### src/rtl/posit_op_sequencer.sv
// Byte-serial command sequencer for a posit arithmetic core: it loads an opcode and two
// N-bit operands from an 8-bit bus, starts the core, and streams the result back MSB-first.
module posit_op_sequencer #(
   parameter int N       = 16,
   parameter int TIMEOUT = 64
) (
   input  logic         clk,
   input  logic         rst_n,
   input  logic         ena,
   input  logic [7:0]   in_data,
   input  logic         in_valid,
   output logic [7:0]   out_data,
   output logic         out_valid,
   input  logic         out_ready,
   output logic         busy,
   output logic         err,
   output logic [1:0]   core_op,
   output logic [N-1:0] core_a,
   output logic [N-1:0] core_b,
   output logic         core_start,
   input  logic         core_done,
   input  logic [N-1:0] core_result
);

   localparam int NB = N / 8;
   localparam int BW = $clog2(NB) + 1;
   localparam int TW = (TIMEOUT > 1) ? $clog2(TIMEOUT) : 1;
   localparam logic [BW-1:0] LAST_BYTE = BW'(NB - 1);
   localparam logic [TW-1:0] LAST_TICK = TW'(TIMEOUT - 1);

   typedef enum logic [2:0] {
      IDLE,
      LOAD_A,
      LOAD_B,
      START,
      WAIT,
      SEND
   } state_t;

   state_t        state;
   logic [BW-1:0] byte_cnt;
   logic [TW-1:0] tick_cnt;
   logic [N-1:0]  result;
   logic [N-1:0]  result_next;
   logic [N-1:0]  shift_a;
   logic [N-1:0]  shift_b;

   // Operands arrive MSB-first, so each new byte enters at the bottom and pushes older ones up.
   assign shift_a     = (core_a << 8) | N'(in_data);
   assign shift_b     = (core_b << 8) | N'(in_data);
   assign result_next = result << 8;
   assign busy        = (state != IDLE);

   always_ff @(posedge clk) begin
      // NOTE: all state here is written with non-blocking assignments so every register
      // updates from the same pre-edge values regardless of statement order.
      if (!rst_n) begin
         state      <= IDLE;
         out_data   <= '0;
         out_valid  <= 1'b0;
         err        <= 1'b0;
         core_start <= 1'b0;
         core_op    <= '0;
         core_a     <= '0;
         core_b     <= '0;
         byte_cnt   <= '0;
         tick_cnt   <= '0;
         result     <= '0;
      end else if (ena) begin
         case (state)
            IDLE: begin
               if (in_valid) begin
                  core_op  <= in_data[1:0];
                  err      <= 1'b0;
                  byte_cnt <= '0;
                  state    <= LOAD_A;
               end
            end
            LOAD_A: begin
               if (in_valid) begin
                  core_a <= shift_a;
                  if (byte_cnt == LAST_BYTE) begin
                     byte_cnt <= '0;
                     state    <= LOAD_B;
                  end else begin
                     byte_cnt <= byte_cnt + 1'b1;
                  end
               end
            end
            LOAD_B: begin
               if (in_valid) begin
                  core_b <= shift_b;
                  if (byte_cnt == LAST_BYTE) begin
                     byte_cnt   <= '0;
                     core_start <= 1'b1;
                     state      <= START;
                  end else begin
                     byte_cnt <= byte_cnt + 1'b1;
                  end
               end
            end
            START: begin
               core_start <= 1'b0;
               tick_cnt   <= '0;
               state      <= WAIT;
            end
            WAIT: begin
               // A done pulse on the timeout edge still delivers its result.
               if (core_done) begin
                  result    <= core_result;
                  out_data  <= core_result[N-1 -: 8];
                  out_valid <= 1'b1;
                  byte_cnt  <= '0;
                  state     <= SEND;
               end else if (tick_cnt == LAST_TICK) begin
                  err   <= 1'b1;
                  state <= IDLE;
               end else begin
                  tick_cnt <= tick_cnt + 1'b1;
               end
            end
            SEND: begin
               if (out_ready) begin
                  if (byte_cnt == LAST_BYTE) begin
                     out_valid <= 1'b0;
                     out_data  <= '0;
                     state     <= IDLE;
                  end else begin
                     byte_cnt <= byte_cnt + 1'b1;
                     result   <= result_next;
                     out_data <= result_next[N-1 -: 8];
                  end
               end
            end
            default: state <= IDLE;
         endcase
      end
   end

endmodule
### config.mk
export PLATFORM = sky130hd
export DESIGN_NAME = posit_op_sequencer
export DESIGN_NICKNAME = d
export VERILOG_FILES = /design/src/rtl/posit_op_sequencer.sv
export SDC_FILE = /design/constraint.sdc
export NUM_CORES = 1
export LEC_CHECK = 0
export CAP_MARGIN = 0
export CORE_MARGIN = 1.5
export CORE_UTILIZATION = 40
export DETAILED_ROUTE_END_ITERATION = 10
export PLACE_DENSITY = 0.66
export SLEW_MARGIN = 10
export SYNTH_ARGS = -nofsm -noshare
export SYNTH_HDL_FRONTEND = slang
export SYNTH_SLANG_ARGS = --single-unit
### constraint.sdc
create_clock -name clk -period 1.7 [get_ports clk]
set_input_delay 0.255 -clock clk [delete_from_list [all_inputs] [get_ports clk]]
set_output_delay 0.255 -clock clk [all_outputs]
set_load 0.01 [all_outputs]
==> flow_summary.json, run 1 <==
{
  "clock_latency_ns": 0.33,
  "internal_power_mw": 2.23,
  "leakage_nw": 1.39,
  "power_mw": 2.97,
  "final_area_um2": 4040,
  "yosysSeqAreaShare": 0.456,
  "grt_usage": 0.183,
  "crit_path_end": "byte_cnt[0]",
  "cap_viol_max_count": 0,
  "rsz0062_at_grt": "no",
  "seqCellArea_um2": 1280,
  "drc": 0,
  "gp_congestion": 0.794,
  "pwr_density_cell_nw_per_um2": 735,
  "first_iter_violations": 91,
  "p_sw_frac": 0.249,
  "peakVddDrop_mv": 0.503,
  "timing.fmax_mhz": 620,
  "synth_top_cell_by_area": "dfxtp_1",
  "die-width_um": 86.8,
  "io_buffer_count": 75,
  "ys_ff_latch": 64,
  "final_nets": 441,
  "dp_hpwl_um": 4580,
  "htreeDepth": 3,
  "tightest_slew_ns": 0.341,
  "cp-startpoint": "state[0]",
  "cts.sinks": 64,
  "start_kind": "flip-flop",
  "cts-hold-fix-buffers": 0,
  "post-cts-setup-buffers": 0,
  "postPlaceCellArea_um2": 3840,
  "synthArstFlopShare": 0,
  "die_area_um2": 7540,
  "final_util": 0.594,
  "die_h_um": 86.8,
  "slew_violations": 0,
  "dr.pass1.iters": 4,
  "fin_tns_setup_ns": 0,
  "multi_input_area_um2": 1400,
  "cts_buffers": 9,
  "synthFlopType": "dfxtp_1",
  "area_growth_pct": 43.6,
  "setup_slack_ns": 0.0882,
  "cts_tree": "yes",
  "synthCells": 316,
  "clockRootBuffer": "clkbuf_8",
  "synth.top_cell.area_share": 0.456,
  "ios": 76,
  "drt_wl_total_um": 6490,
  "syn_nets": 349,
  "synth_edf_count": 0,
  "path_max_fanout": 9,
  "place_ws_ns": -0.173,
  "rr_worst_depth": 6,
  "hold_path.class": "flip-flop to flip-flop",
  "grt_max_degree": 54,
  "relSlewSlack": 0.771,
  "clk_pin_slew_ns": 0.07,
  "routedWlPerCell_um": 12.7,
  "p_clk_frac": 0.394,
  "dr_total_vias": 2514,
  "r2r_setup_slack_ns": 0.09,
  "core_um2": 6790,
  "synth.area.top_cells": "dfxtp_1 (46%), mux2i_1 (10%), nand2_1 (5.9%)",
  "fp-row-count": 30,
  "layout_commonest_cell": "clkdlybuf4s50_1",
  "r2r_start": "state[0]",
  "arrival_ns": 1.82,
  "synth_cell_types": 43,
  "final_cell_mix": "clkdlybuf4s50_1 (74), dfxtp_1 (63), nand2_1 (44)",
  "drive_above_1_share": 0.136,
  "min_period_ns": 1.61,
  "grt_pass1_wl_um": 11000,
  "ant_nets": 0,
  "worstPathRequired_ns": 1.91,
  "timing_hold_violations_final": 0,
  "start_util": 0.414,
  "crit_type": "flip-flop to flip-flop",
  "cts_max_path_buffers": 2,
  "fillerInstances": 616,
  "switching_power_uw": 738,
  "syn_area_um2": 2810,
  "grt_pass1_vias": 2417,
  "r2r-end": "byte_cnt[0]",
  "skew_ns": 0.00818,
  "avgSynthCellArea_um2": 8.90,
  "pwr-share-comb": 0.094,
  "antennaDiodeCount": 0,
  "overflow": 0,
  "status": "finished clean",
  "crit_path_end_kind": "flip-flop",
  "sequentialPowerShare": 0.512,
  "antenna_found_initial": 0,
  "yosysWarnings": 0,
  "setup_viol": 0,
  "fin_crit_sh": 0.948,
  "avgViaCountPerCell": 4.94
}
[state kept, by name, summed over array words and instances, names as in the netlist, 2 cells and up]
signal,count
core_a,16
core_b,16
out_data,8
result,8
tick_cnt,6
state,3
byte_cnt,2
core_op,2
[per-stage QoR]
step,hold slack (ns),instances
after global routing,0.479,509
after detailed placement,0.448,493
after global placement,0.444,493
after CTS,0.459,509
after floorplan,0.391,316
final,0.454,509
[critical path, stage by stage, from the launching register on]
cell	delay [ns]
dfxtp_1	0.33
buf_4	0.18
buf_4	0.16
o21bai_1	0.14
a31oi_1	0.32
o21ai_1	0.20
mux2i_1	0.15
[kinds of logic (layout without fill, tap and decap cells)]
| family | Yosys count | count (layout) | synth area share |
|---|---|---|---|
| fa+ha+maj | 3 | 3 | 0.0134 |
| simple gates | 124 | 124 | 0.215 |
| buf+inv | 29 | 126 | 0.0498 |
| compound gates | 67 | 67 | 0.162 |
| mux | 29 | 29 | 0.103 |
| flops | 64 | 64 | 0.456 |
[worst min-delay path by stage]
stage	from	endpoint	slack (ns)	depth (start not counted)
finish	core_a[11]	core_a[11]	0.45	2
global route	core_a[11]	core_a[11]	0.48	2
CTS	core_a[11]	core_a[11]	0.46	2
detailed placement	core_a[11]	core_a[11]	0.45	2
global placement	core_a[11]	core_a[11]	0.44	2
floorplan	in_data[0]	core_a[0]	0.39	2
[synthesized netlist by cell type, types with 2 or more instances]
library cell	instances
a2111o_1	4
buf_1	2
and4_1	2
dfxtp_1	64
clkbuf_1	8
nand3_1	6
nor2_1	40
a211oi_1	7
or3_1	2
nand2b_1	9
o2111ai_1	3
o21ai_1	3
a311oi_1	3
nand2_1	44
a22oi_1	8
nand3b_1	4
buf_2	10
or2_2	2
a21oi_1	26
buf_6	2
a31oi_1	2
o21ai_0	3
mux2i_1	29
nor2b_1	7
inv_1	6
ha_1	3
[what timing repair did]
item,CTS,global route
endpoints found under the setup margin,1,9
gates cloned,0,0
pin swaps,0,3
resized for setup,2,5
[layout make-up]
| type | count | share of cell area |
|---|---|---|
| Timing Repair Buffer | 104 | 0.255 |
| Multi-Input combinational cell | 223 | 0.347 |
| Clock inverter | 6 | 0.0108 |
| Inverter | 6 | 0.00558 |
| Sequential cell | 64 | 0.318 |
| Tap cell | 96 | 0.0297 |
| Clock buffer | 10 | 0.0341 |
[routing by layer]
metal  up-vias  global-route usage  part of all wire
met4         0              0.0836             0.017
met3        11              0.0514             0.062
met2        68               0.291              0.44
li1       1285                   -                 -
met1      1150               0.231              0.48
met5         -                   0                 0
[power groups by stage]
stage          clock, mW  sequential (mW)  combinational, mW
2_1_floorplan          0             1.56              0.126
3_3_place_gp           0             1.56              0.279
3_5_place_dp           0             1.56              0.279
4_1_cts             1.21             1.52              0.280
5_1_grt             1.28             1.52              0.302
6_report            1.17             1.52              0.278
Power figures use the tool's default switching activity.
==> run 2: changes to the inputs <==
--- a/config.mk
+++ b/config.mk
@@ -11,4 +11,5 @@
 export DETAILED_ROUTE_END_ITERATION = 10
 export PLACE_DENSITY = 0.66
+export RECOVER_POWER = 25
 export SLEW_MARGIN = 10
 export SYNTH_ARGS = -nofsm -noshare
==> constraint.sdc (replaced) <==
create_clock -name clk -period 1.7 [get_ports clk]
set_input_delay 0.255 -clock clk [delete_from_list [all_inputs] [get_ports clk]]
set_output_delay 0.255 -clock clk [all_outputs]
set_load 0.05 [all_outputs]
==> run 2 against run 1 <==
  * Critical path depth decreased by 3
  * Total power increased by 17%
  * Largest power group is now clock
  * Largest cell class unchanged
  * Clock power is 38% higher
==> flow_summary.json, run 2 (synthesized netlist as in run 1, its figures left out) <==
{
  "die_h_um": 86.8,
  "cts-hold-fix-buffers": 0,
  "multi_input_area_um2": 1400,
  "clockRootBuffer": "clkbuf_8",
  "pwr_density_cell_nw_per_um2": 886,
  "drt_wl_total_um": 6410,
  "cap_viol_max_count": 0,
  "r2r_setup_slack_ns": 0.09,
  "post-cts-setup-buffers": 0,
  "worstPathRequired_ns": 1.44,
  "relSlewSlack": 0.542,
  "place_ws_ns": -0.164,
  "start_kind": "flip-flop",
  "peakVddDrop_mv": 0.654,
  "final_nets": 442,
  "die-width_um": 86.8,
  "slew_violations": 0,
  "cts_buffers": 9,
  "grt_pass1_wl_um": 10600,
  "setup_slack_ns": 0.0617,
  "ios": 76,
  "cts_tree": "yes",
  "leakage_nw": 1.42,
  "fillerInstances": 634,
  "dp_hpwl_um": 4570,
  "setup_viol": 0,
  "fp-row-count": 30,
  "grt_pass1_vias": 2330,
  "avgViaCountPerCell": 4.88,
  "timing.fmax_mhz": 610,
  "core_um2": 6790,
  "dr_total_vias": 2490,
  "top_regs": "core_a: 16 flops, core_b: 16 flops",
  "path_max_fanout": 3,
  "first_iter_violations": 89,
  "routedWlPerCell_um": 12.6,
  "fin_tns_setup_ns": 0,
  "skew_ns": 0.00929,
  "start_util": 0.414,
  "layout_commonest_cell": "dfxtp_1",
  "seqCellArea_um2": 1280,
  "clock_latency_ns": 0.33,
  "rsz0062_at_grt": "no",
  "timing_hold_violations_final": 0,
  "hold_path.class": "flip-flop to flip-flop",
  "die_area_um2": 7540,
  "fin_crit_sh": 0.964,
  "drc": 0,
  "antennaDiodeCount": 0,
  "tightest_slew_ns": 0.689,
  "cts_max_path_buffers": 2,
  "min_period_ns": 1.64,
  "gp_congestion": 0.742,
  "grt_max_degree": 54,
  "arrival_ns": 1.38,
  "htreeDepth": 3,
  "grt_usage": 0.179,
  "antenna_found_initial": 0,
  "overflow": 0,
  "io_buffer_count": 75,
  "ant_nets": 0,
  "clk_pin_slew_ns": 0.08,
  "cts.sinks": 64,
  "power_mw": 3.46,
  "area_growth_pct": 39.1,
  "drive_above_1_share": 0.186,
  "status": "finished clean",
  "crit_path_end_kind": "output port",
  "dr.pass1.iters": 4,
  "final_cell_mix": "dfxtp_1 (61), nand2_1 (44), buf_4 (43)",
  "crit_type": "flip-flop to output port"
}
[run 2: layout make-up]
class | count | share of cell area
inverter | 6 | 0.00576
tap | 96 | 0.0307
clock buffer | 10 | 0.0352
multi-input combinational | 223 | 0.357
sequential | 64 | 0.329
clock inverter | 6 | 0.0294
timing repair buffer | 105 | 0.213
[run 2: per-stage QoR]
stage / cells / hold slack (ns) / util / instance area (um2)
floorplan: 316 / 0.391 / - / 2810
detailed placement: 494 / 0.451 / 0.552 / 3750
global placement: 494 / 0.445 / 0.552 / 3750
CTS: 510 / 0.462 / 0.589 / 4000
finish: 510 / 0.455 / 0.576 / 3910
global route: 510 / 0.474 / 0.576 / 3910
[run 2: worst paths after layout]
check / start / endpoint / cells after the start
hold / removal: core_a[15] / core_a[15] / 2
setup / recovery: state[1] / busy / 3
setup reg to reg: state[2] / core_a[1] / 5
hold reg to reg: core_a[15] / core_a[15] / 2
[run 2: power by group]
part           internal (mW)  total [mW]  leakage (nW)  switching [mW]
Sequential              1.51        1.53         0.517          0.0174
Clock                   1.02        1.62         0.123           0.601
Combinational          0.150       0.311         0.775           0.161
[run 2: worst max-delay path: stages (launching register included)]
cell and delay, ns:
dfxtp_2 0.35, buf_4 0.15, or3_1 0.39, buf_12 0.17
[run 2: per-layer routing]
metal  global-route usage  routed length [um]  up-vias
met4               0.0806                  84        0
met3               0.0543                 384        5
met5                    0                   0        -
met1                0.231                3140     1132
met2                0.274                2800       68
li1                     -                   -     1285
[run 2: what timing repair did]
action / 4_1_cts / 5_1_grt
resized for setup: 0 / 4
endpoints found under the setup margin: 0 / 45
endpoints found under the hold margin: 0 / 0
